$ cat config.mk
export PLATFORM = sky130hd
export DESIGN_NAME = sim_av_out
export DESIGN_NICKNAME = d
export VERILOG_FILES = /design/src/rtl/sim_av_out.sv
export SDC_FILE = /design/constraint.sdc
export NUM_CORES = 1
export LEC_CHECK = 0
export BUFFER_PORTS_ARGS = -buffer_cell sky130_fd_sc_hd__buf_2
export CAP_MARGIN = 5
export CORE_MARGIN = 2
export CORE_UTILIZATION = 51
export CTS_BUF_LIST = sky130_fd_sc_hd__clkbuf_8
export DETAILED_ROUTE_END_ITERATION = 8
export HOLD_SLACK_MARGIN = 0.08
export PLACE_DENSITY = 0.78
export SLEW_MARGIN = 20
export SYNTH_ARGS = -nofsm -noshare
export SYNTH_HDL_FRONTEND = slang
export SYNTH_SLANG_ARGS = --single-unit
$ cat constraint.sdc
create_clock -name clk_48 -period 3.2 [get_ports clk_48]
set_input_delay 0.8 -clock clk_48 [delete_from_list [all_inputs] [get_ports clk_48]]
set_output_delay 0.8 -clock clk_48 [all_outputs]
set_load 0.02 [all_outputs]
$ cat src/rtl/sim_av_out.sv
// Audio/video output stage for the simulation top: pixel clock-enable
// generation, colour widening with blanking, registered syncs, beam position
// tracking, active width/height measurement and audio widening.
module sim_av_out #(
  parameter int COLOR_BITS   = 6,
  parameter int AUDIO_BITS   = 8,
  parameter int AUDIO_SIGNED = 0,
  parameter int CE_EXT       = 1,
  parameter int CE_DIV       = 4,
  parameter int SYNC_POL     = 0
) (
  input  logic                  clk_48,
  input  logic                  reset,
  input  logic                  clk_ref,
  input  logic [COLOR_BITS-1:0] r_in,
  input  logic [COLOR_BITS-1:0] g_in,
  input  logic [COLOR_BITS-1:0] b_in,
  input  logic                  hs_in,
  input  logic                  vs_in,
  input  logic                  de_in,
  input  logic [AUDIO_BITS-1:0] audio_in,
  output logic                  ce_pix,
  output logic [7:0]            vga_r,
  output logic [7:0]            vga_g,
  output logic [7:0]            vga_b,
  output logic                  vga_hs,
  output logic                  vga_vs,
  output logic                  vga_de,
  output logic [11:0]           pix_x,
  output logic [11:0]           pix_y,
  output logic [15:0]           frame_cnt,
  output logic                  frame_start,
  output logic [11:0]           line_width,
  output logic [11:0]           frame_height,
  output logic [15:0]           audio_out
);

  localparam logic [3:0]  DIV_LAST = 4'(CE_DIV - 1);
  localparam logic        POL      = 1'(SYNC_POL);
  localparam logic [11:0] CNT_MAX  = 12'hFFF;

  // Replicate the MSBs into the vacated LSBs; COLOR_BITS >= 4 means one
  // wrap of the modulo is always enough, and COLOR_BITS = 8 passes through.
  function automatic logic [7:0] expand_c(input logic [COLOR_BITS-1:0] c);
    logic [7:0] e;
    e = '0;
    for (int i = 0; i < 8; i++) e[7-i] = c[COLOR_BITS-1-(i % COLOR_BITS)];
    return e;
  endfunction

  // Unsigned audio repeats its MSBs; signed audio is zero-padded so the
  // sign bit stays at the top.
  function automatic logic [15:0] widen_a(input logic [AUDIO_BITS-1:0] a);
    logic [15:0] w;
    w = '0;
    for (int i = 0; i < 16; i++) begin
      if (AUDIO_SIGNED == 0 || i < AUDIO_BITS) w[15-i] = a[AUDIO_BITS-1-(i % AUDIO_BITS)];
    end
    return w;
  endfunction

  logic        ref_q, ref_d;
  logic [3:0]  div_q, div_d;
  logic        ce_q, ce_d;
  logic [7:0]  vga_r_q, vga_r_d, vga_g_q, vga_g_d, vga_b_q, vga_b_d;
  logic        vga_hs_q, vga_hs_d, vga_vs_q, vga_vs_d, vga_de_q, vga_de_d;
  logic [11:0] pix_x_q, pix_x_d, pix_y_q, pix_y_d;
  logic [11:0] x_cnt_q, x_cnt_d, y_cnt_q, y_cnt_d;
  logic        line_had_de_q, line_had_de_d;
  logic [11:0] line_width_q, line_width_d, frame_height_q, frame_height_d;
  logic [15:0] frame_cnt_q, frame_cnt_d;
  logic        frame_start_q, frame_start_d;
  logic [15:0] audio_q, audio_d;
  logic        hs_edge, vs_edge;

  // Pixel enable: falling edge of the reference clock, or divider terminal count.
  always_comb begin
    ref_d = clk_ref;
    div_d = div_q;
    ce_d  = 1'b0;
    if (CE_EXT != 0) begin
      ce_d = ref_q & ~clk_ref;
    end else begin
      ce_d  = (div_q == DIV_LAST);
      div_d = (div_q == DIV_LAST) ? 4'd0 : div_q + 4'd1;
    end
  end

  // The registered syncs double as the previous-sample history for edge
  // detection; both only move on ce_pix.
  assign hs_edge = ce_q && (vga_hs_q != POL) && (hs_in == POL);
  assign vs_edge = ce_q && (vga_vs_q != POL) && (vs_in == POL);

  // Video sampling and geometry tracking; hs is resolved before vs so a
  // coincident edge still counts the line that just ended.
  always_comb begin
    vga_r_d        = vga_r_q;
    vga_g_d        = vga_g_q;
    vga_b_d        = vga_b_q;
    vga_hs_d       = vga_hs_q;
    vga_vs_d       = vga_vs_q;
    vga_de_d       = vga_de_q;
    pix_x_d        = pix_x_q;
    pix_y_d        = pix_y_q;
    x_cnt_d        = x_cnt_q;
    y_cnt_d        = y_cnt_q;
    line_had_de_d  = line_had_de_q;
    line_width_d   = line_width_q;
    frame_height_d = frame_height_q;
    frame_cnt_d    = frame_cnt_q;
    frame_start_d  = 1'b0;
    audio_d        = widen_a(audio_in);
    if (ce_q) begin
      vga_r_d  = de_in ? expand_c(r_in) : 8'h00;
      vga_g_d  = de_in ? expand_c(g_in) : 8'h00;
      vga_b_d  = de_in ? expand_c(b_in) : 8'h00;
      vga_hs_d = hs_in;
      vga_vs_d = vs_in;
      vga_de_d = de_in;
      if (de_in) begin
        pix_x_d       = x_cnt_q;
        pix_y_d       = y_cnt_q;
        if (x_cnt_q != CNT_MAX) x_cnt_d = x_cnt_q + 12'd1;
        line_had_de_d = 1'b1;
      end
      if (hs_edge) begin
        if (x_cnt_d != 12'd0) line_width_d = x_cnt_d;
        if (line_had_de_d && y_cnt_d != CNT_MAX) y_cnt_d = y_cnt_d + 12'd1;
        x_cnt_d       = 12'd0;
        line_had_de_d = 1'b0;
      end
      if (vs_edge) begin
        if (y_cnt_d != 12'd0) frame_height_d = y_cnt_d;
        y_cnt_d       = 12'd0;
        frame_cnt_d   = frame_cnt_q + 16'd1;
        frame_start_d = 1'b1;
      end
    end
  end

  // State registers, all cleared by the synchronous reset.
  always_ff @(posedge clk_48) begin
    if (reset) begin
      ref_q          <= 1'b0;
      div_q          <= 4'd0;
      ce_q           <= 1'b0;
      vga_r_q        <= 8'h00;
      vga_g_q        <= 8'h00;
      vga_b_q        <= 8'h00;
      vga_hs_q       <= 1'b0;
      vga_vs_q       <= 1'b0;
      vga_de_q       <= 1'b0;
      pix_x_q        <= 12'd0;
      pix_y_q        <= 12'd0;
      x_cnt_q        <= 12'd0;
      y_cnt_q        <= 12'd0;
      line_had_de_q  <= 1'b0;
      line_width_q   <= 12'd0;
      frame_height_q <= 12'd0;
      frame_cnt_q    <= 16'd0;
      frame_start_q  <= 1'b0;
      audio_q        <= 16'd0;
    end else begin
      ref_q          <= ref_d;
      div_q          <= div_d;
      ce_q           <= ce_d;
      vga_r_q        <= vga_r_d;
      vga_g_q        <= vga_g_d;
      vga_b_q        <= vga_b_d;
      vga_hs_q       <= vga_hs_d;
      vga_vs_q       <= vga_vs_d;
      vga_de_q       <= vga_de_d;
      pix_x_q        <= pix_x_d;
      pix_y_q        <= pix_y_d;
      x_cnt_q        <= x_cnt_d;
      y_cnt_q        <= y_cnt_d;
      line_had_de_q  <= line_had_de_d;
      line_width_q   <= line_width_d;
      frame_height_q <= frame_height_d;
      frame_cnt_q    <= frame_cnt_d;
      frame_start_q  <= frame_start_d;
      audio_q        <= audio_d;
    end
  end

  assign ce_pix       = ce_q;
  assign vga_r        = vga_r_q;
  assign vga_g        = vga_g_q;
  assign vga_b        = vga_b_q;
  assign vga_hs       = vga_hs_q;
  assign vga_vs       = vga_vs_q;
  assign vga_de       = vga_de_q;
  assign pix_x        = pix_x_q;
  assign pix_y        = pix_y_q;
  assign frame_cnt    = frame_cnt_q;
  assign frame_start  = frame_start_q;
  assign line_width   = line_width_q;
  assign frame_height = frame_height_q;
  assign audio_out    = audio_q;

endmodule

; ---- Yosys cells after proc, flatten, opt, wreduce, memory -nomap -nowiden
; Index checks and enable logic that the tools add are counted.
[classes]
n_addsub = 3
eq_ne = 2
mux = 15
n_bitwise = 5
reduce_logical = 12
[op_table]
columns = cell, n
row1 = $mux W12, 8
row2 = $add A12 B1 Y12 const B, 2
row3 = $mux W8, 3
row4 = $ne A12 B12 Y1 const B, 2
row5 = $reduce_bool A12 Y1, 2
row6 = $add A16 B1 Y16 const B, 1
row7 = $reduce_and A3 Y1, 2
row8 = $logic_and A1 B1 Y1, 5
row9 = $mux W1, 4
row10 = $not A1 Y1, 4
row11 = $reduce_and A2 Y1, 2
row12 = $reduce_or A2 Y1, 1
row13 = $and A1 B1 Y1, 1
[totals]
ff_bits = 135
output_inout_bits = 109
wordCells = 55

; ---- Longest topological paths before layout
; Gate-level depths: netlist (run 1).
[depth]
depth_word = 8
depth_mapped = 10
ltp_nobuf = 8

; ---- Worst setup path before layout (run 1)
; No wires, ideal clock.
[synth_path]
path_type = input to register
from = input port hs_in
to = register frame_height_q[0] (netlist: frame_height[0])
setup_ps = 121
t_arrival_ps = 2697
path_slack_ps = 382
path_stages = 8
n_path_buf = 1
cell_sequence = and3b_1 > buf_2 > o21ai_1 > or4b_2 > a21boi_0 > and4_1 > a41oi_4 > mux2_2
[synth_via]
elab_chain_len = 6
[synth_rtl]
columns = element, line_no
row1 = "start, declared", 18  ; input logic hs_in,
row2 = $not A1 Y1 *, 91  ; assign hs_edge = ce_q && (vga_hs_q != POL) && (hs_in == POL);
row3 = $logic_and A1 B1 Y1 *, 91
row4 = $mux W12 *, 126  ; if (hs_edge) begin
row5 = $mux W12 *, 113  ; if (ce_q) begin
row6 = $reduce_bool A12 Y1, 133  ; if (y_cnt_d != 12'd0) frame_height_d = y_cnt_d;
row7 = $reduce_and A3 Y1 (no source line), n/a
row8 = "end signal, assigned", 179  ; frame_height_q <= frame_height_d;
row9 = "end, declared", 70  ; logic [11:0] line_width_q, line_width_d, frame_height_q, frame_height_d;
; Mark *: on every way between the ends. The rest lies on a longest branch, timed or not. The select of a mux whose other input is x is not followed.
; A chain may end at the register's enable or synchronous reset.

; ---- Worst setup path after layout (run 1)
[layout_path]
from = register x_cnt_q[1]
to = register line_width_q[9] (netlist: line_width[9])
[layout_via]
elab_chain_len = 6
elab_cells_between_ends = 7
cone_classes = 1 x add/sub / 1 x eq/ne / 3 x mux / 2 x reduce/logical
[layout_rtl]
columns = element, line_no
row1 = "start, declared", 68  ; logic [11:0] x_cnt_q, x_cnt_d, y_cnt_q, y_cnt_d;
row2 = "start signal, assigned", 175  ; x_cnt_q <= x_cnt_d;
row3 = $add A12 B1 Y12 / $ne A12 B12 Y1 (equally long branches), 123  ; if (x_cnt_q != CNT_MAX) x_cnt_d = x_cnt_q + 12'd1;
row4 = $mux W12, 123
row5 = $mux W12 *, 120  ; if (de_in) begin
row6 = $mux W12 *, 113
row7 = $reduce_bool A12 Y1, 127  ; if (x_cnt_d != 12'd0) line_width_d = x_cnt_d;
row8 = $reduce_and A3 Y1 (no source line), n/a
row9 = "end signal, assigned", 178  ; line_width_q <= line_width_d;
row10 = "end, declared", 70
; Marks and branches as above.

==> run metrics, run 1 <==
worst skew pair latency 430 ps; status completed; Layout Nets 753; # setup viols final 0; sequential fraction of the synthesis area 47.4%; synthesized area 5110 µm²; yosys warns 0; initial cell density of the core 52.3%; grt ovf 0; # Post-CTS Setup Buffers 0; setup ws final 357 ps; H-tree levels 4; Worst-Margin Slew 776 ps; wirelength, routed 12,700 µm; Mapped Cells 587; die area 10,800 µm²; RR Startpoint x_cnt_q[1]; Root Driver clkbuf_8; synth top area cells dfxtp_1 (47%), nor2_1 (5.9%), nand2_1 (5.2%); share of layout cells above drive strength 1 28.5%; CP startpoint kind flip-flop; Syn-to-layout area delta 24.0%; vias per inst 5.42; clk sinks 121; row cnt 36; CTS tree yes; critical setup path kind flip-flop to flip-flop; largest net degree at the start of global routing 64; DRT Pass-1 Iters 5; Clk pwr share 48.4%; Async SR Flop Fraction 0%; vias in the first global route 4,348; first-pass GRT wire length 20,900 µm; Port-buffer cells 140; Tot GR Track Use 23.5%; syn avg cell area 8.71 µm²; max-cap check violation count 0; Worst Hold Depth 2; period utilisation layout 88.8%; Die Ht 104 µm; Sw Pwr 650 µW; WP data arrival 3140 ps; Yosys reg bits 121; Clock transition at path regs 70 ps; Routed wire per std cell 14.7 µm; Fmax 0.352 GHz; Max Clock Skew 6.73 ps; min cycle time layout 2840 ps; Pwr Density 500 nW/µm²; placer congestion estimate 0.966; Starting DRT DRC Count 267; diodes inserted 0; core region area 9770 µm²; ANT nets after route 0; post-synth cell types 55; syn_nets 622; Yosys top cell area share 47.4%; dpl hpwl 8830 µm; drt drc 0; R2R depth 8; unrepaired setup endpoints after global routing false; antenna violations before repair 0; Slew HR 48.2%; DP Worst Slack -5.36 ps; Internal Pwr Total 2.52 mW; Comb pwr share 3.7%; Worst Setup End Kind flip-flop; clk buf depth 2; Hold Slack 451 ps; TritonCTS Buffers 17; final hold vios 0; post-synth top area cell dfxtp_1; Crit Path Max Fanout 14; Critical path origin x_cnt_q[1]; Setup TNS 0 ps; WP data required 3500 ps; Worst Min Path Start pix_x[0]; hold buffer count at cts 0; Post-synth EDFFs 0; total number of vias 4,687; Seq pwr share 48.0%; most used flip-flop cell after synthesis dfxtp_1; Hold Path Class flip-flop to flip-flop; Leakage 2.67 nW; VDD IR-drop max 0.314 mV; switch share 20.5%; Ports 141; Die Width 104 µm; Final Max Slew Viols 0
==> stage by stage <==
step | instances | area (µm²) | power (mW) | util, %
3_5_place_dp | 832 | 5870 | 1.67 | 60.1
2_1_floorplan | 587 | 5110 | 1.63 | -
4_1_cts | 864 | 6330 | 3.20 | 64.8
3_3_place_gp | 832 | 5870 | 1.67 | 60.1
5_1_grt | 864 | 6340 | 3.27 | 64.9
6_report | 864 | 6340 | 3.17 | 64.9
==> per-layer routing <==
| metal | vias to the layer above | wire length, µm | share of wire (%) | global-route usage, % |
|---|---|---|---|---|
| met2 | 137 | 6350 | 50 | 39.4 |
| met4 | 0 | 200 | 1.6 | 9.27 |
| met3 | 23 | 626 | 4.9 | 5.76 |
| met5 | - | 0 | 0 | 0 |
| met1 | 2225 | 5500 | 43 | 29.0 |
| li1 | 2302 | - | - | - |
==> timing repair <==
action / 4_1_cts / 5_1_grt
gates resized for setup: 0 / 1
endpoints found under the hold margin: 0 / 0
endpoints found under the setup margin: 0 / 2
==> registers in the layout, indices dropped and copies added (netlist names), 8 cells and up <==
signal / cells
pix_x: 12
frame_height: 12
y_cnt_q: 12
pix_y: 12
line_width: 12
x_cnt_q: 12
audio_out: 8
frame_cnt: 16
==> worst max-delay path: stages (launching register included) <==
cell and delay, ps:
dfxtp_1 490, ha_1 230, nand4_1 220, or3_1 470, a22oi_1 380, a2111oi_4 80
a31oi_4 510, mux2i_1 270, nor2_1 60
==> path summary, 6_finish.rpt <==
check | to | slack [ps]
max | line_width[9] | 360
min reg2reg | pix_x[0] | 450
min | pix_x[0] | 450
max reg2reg | line_width[9] | 360
==> cells in the mapped netlist, types with 2 or more instances <==
cell type and number:
a211oi_2 3, a21o_1 2, a21oi_1 42, a22oi_1 28, a41oi_1 3, and2_1 4, and3_1 8, and4_1 3
buf_1 2, buf_2 5, buf_4 17, buf_6 2, clkbuf_1 23, dfxtp_1 121, ha_1 3, inv_1 14
mux2_2 4, mux2i_1 13, nand2_1 71, nand2b_1 4, nand3_1 18, nand3b_1 2, nand4_1 15, nor2_1 81
nor2b_1 12, nor3_1 7, nor4_1 7, o211ai_1 2, o21ai_0 12, o21ai_1 2, o31ai_1 2, o32ai_1 8
or2_2 2, or3_1 5, or4_1 3, xnor2_1 3, xor2_1 16
==> layout make-up <==
cell class	count	area [µm²]
tap	133	166
sequential	121	2420
inverter	15	56.3
clock buffer	23	317
timing repair buffer	161	861
fill	859	3430
clock inverter	9	143
multi-input combinational	402	2380
==> placed cells by master, fill, tap and decap left out, types with 8 or more instances in the layout <==
cell,instances
a21oi_1,42
a22oi_1,28
and3_1,8
buf_2,139
buf_4,22
clkbuf_8,23
dfxtp_1,121
inv_1,16
mux2i_1,13
nand2_1,71
nand3_1,18
nand4_1,15
nor2_1,81
nor2b_1,12
o21ai_0,12
o32ai_1,8
xor2_1,16
==> power by group through the flow <==
stage | sequential (mW) | combinational [mW] | clock [mW]
final | 1.52 | 0.116 | 1.53
after global routing | 1.52 | 0.126 | 1.63
after CTS | 1.52 | 0.116 | 1.56
after detailed placement | 1.56 | 0.115 | 0
after global placement | 1.56 | 0.114 | 0
after floorplan | 1.57 | 0.0649 | 0
==> kinds of logic (layout without fill, tap and decap cells) <==
family | after synthesis | in the layout | share of synthesized area (%)
fa+ha+maj | 3 | 3 | 0.734
flops | 121 | 121 | 47.4
mux | 18 | 18 | 3.72
compound gates | 114 | 114 | 15.5
xor+xnor | 19 | 19 | 3.25
simple gates | 248 | 248 | 23.0
buf+inv | 64 | 208 | 6.36
No activity file was read; power rests on OpenSTA's default activity.
==> run 2: changes to the inputs <==
--- a/config.mk
+++ b/config.mk
@@ -9,7 +9,6 @@
 export CAP_MARGIN = 5
 export CORE_MARGIN = 2
 export CORE_UTILIZATION = 51
-export CTS_BUF_LIST = sky130_fd_sc_hd__clkbuf_8
 export DETAILED_ROUTE_END_ITERATION = 8
 export HOLD_SLACK_MARGIN = 0.08
 export PLACE_DENSITY = 0.78
==> run 2 against run 1 <==
Critical path depth did not move; clock power rose by 32%; via count rose by 0.32%; utilization rose by 1.8 points; first-iteration DRC count fell by 10%; critical path type unchanged.
==> run metrics, run 2 (synthesis gave the netlist of run 1 again) <==
Ports 141 (unchanged); Clk pwr share 55.2% (was 48.4%); initial cell density of the core 52.3% (unchanged); placer congestion estimate 0.966 (unchanged); core region area 9770 µm² (unchanged); Seq pwr share 41.6% (was 48.0%); Die Width 104 µm (unchanged); Die Ht 104 µm (unchanged); WP data arrival 3230 ps (was 3140 ps); Root Driver clkbuf_8 (unchanged); Design Power 3.66 mW (was 3.17 mW); Max Clock Skew 5.18 ps (was 6.73 ps); H-tree levels 4 (unchanged); Internal Pwr Total 2.94 mW (was 2.52 mW); diodes inserted 0 (unchanged); Comb pwr share 3.2% (was 3.7%); first-pass GRT wire length 21,400 µm (was 20,900 µm); Layout Nets 753 (unchanged); commonest non-fill, non-tap cell in the layout buf_2 (unchanged); total number of vias 4,702 (was 4,687); largest net degree at the start of global routing 64 (unchanged); vias per inst 5.44 (was 5.42); period utilisation layout 88.9% (was 88.8%); Routed wire per std cell 15.0 µm (was 14.7 µm); die area 10,800 µm² (unchanged); Worst Setup End Kind flip-flop (unchanged); share of layout cells above drive strength 1 28.5% (unchanged); antenna violations before repair 0 (unchanged); Port-buffer cells 140 (unchanged); Starting DRT DRC Count 240 (was 267); ANT nets after route 0 (unchanged); Hold Path Class flip-flop to flip-flop (unchanged); status completed (unchanged); Slew HR 46.5% (was 48.2%); TritonCTS Buffers 17 (unchanged); Clock transition at path regs 60 ps (was 70 ps); # Post-CTS Setup Buffers 0 (unchanged); max-cap check violation count 0 (unchanged); Syn-to-layout area delta 27.5% (was 24.0%); DP Worst Slack -5.36 ps (unchanged); worst skew pair latency 520 ps (was 430 ps); fin util 66.7% (was 64.9%); Worst-Margin Slew 800 ps (was 776 ps); unrepaired setup endpoints after global routing false (unchanged); area of the multi-input gates 2380 µm² (unchanged); drt drc 0 (unchanged); Fmax 0.352 GHz (about the same); critical setup path kind flip-flop to flip-flop (unchanged); Pwr Density 562 nW/µm² (was 500 nW/µm²); WP data required 3580 ps (was 3500 ps); CTS tree yes (unchanged); DRT Pass-1 Iters 4 (was 5); final-layout fill cell count 826 (was 859); max reg flops 16 (unchanged); grt ovf 0 (unchanged); final hold vios 0 (unchanged); switch share 19.6% (was 20.5%); clk buf depth 2 (unchanged); CP startpoint kind flip-flop (unchanged); Tot GR Track Use 23.9% (was 23.5%); row cnt 36 (unchanged); Leakage 2.75 nW (was 2.67 nW); # setup viols final 0 (unchanged); clk sinks 121 (unchanged); dpl hpwl 8830 µm (unchanged); wirelength, routed 13,000 µm (was 12,700 µm); Final Max Slew Viols 0 (unchanged); Crit Path Max Fanout 14 (unchanged); most frequent cells in the layout buf_2 (139), dfxtp_1 (121), nor2_1 (81), nand2_1 (71), a21oi_1 (42) (unchanged); min cycle time layout 2840 ps (about the same); vias in the first global route 4,366 (was 4,348); Sw Pwr 718 µW (was 650 µW); VDD IR-drop max 0.261 mV (was 0.314 mV); register area 2420 µm² (unchanged); setup ws final 356 ps (was 357 ps)
==> run 2: area by class of cell <==
cell class	count	share of cell area, %
multi-input cells	402	36.4
inverters	15	0.863
clock buffers	25	7.73
well taps	133	2.55
clock inverters	7	2.07
repair buffers	161	13.2
flip-flops and latches	121	37.1
==> run 2: repair_timing <==
action,4_1_cts,5_1_grt
endpoints found under the setup margin,0,7
hold buffers,0,0
resized for setup,0,1
==> run 2: per-layer routing <==
metal / vias up / track usage (%) / share of wire, %
met3: 17 / 6.27 / 5.2
met5: - / 0 / 0
met4: 0 / 6.76 / 1.3
met2: 142 / 41.4 / 51
li1: 2297 / - / -
met1: 2246 / 29.4 / 42
==> run 2: worst max-delay path, cell delays in order, from the launching register on <==
cell	delay, ps
dfxtp_1	500
ha_1	240
nand4_1	240
or3_1	460
a22oi_1	370
a2111oi_4	70
a31oi_4	500
mux2i_1	260
nor2_1	60
==> run 2: path summary, 6_finish.rpt <==
path	from	to	slack, ps	cells past startpoint
setup / recovery	x_cnt_q[1]	line_width[9]	360	8
setup reg to reg	x_cnt_q[1]	line_width[9]	360	8
hold reg to reg	pix_x[7]	pix_x[7]	450	2
hold / removal	pix_x[7]	pix_x[7]	450	2
==> run 2: metrics by stage <==
stage	instance area (µm²)	hold slack (ps)	setup TNS, ps	std cells
CTS	6510	438	0	864
finish	6520	449	0	864
global placement	5870	438	0	832
detailed placement	5870	445	-5.36	832
floorplan	5110	439	0	587
global route	6520	441	0	864
==> run 2: power by group through the flow <==
stage	clock network (mW)	registers [mW]	logic, mW
2_1_floorplan	0	1.57	0.0649
3_3_place_gp	0	1.56	0.114
3_5_place_dp	0	1.56	0.115
4_1_cts	2.05	1.52	0.116
5_1_grt	2.12	1.52	0.125
6_report	2.02	1.52	0.116
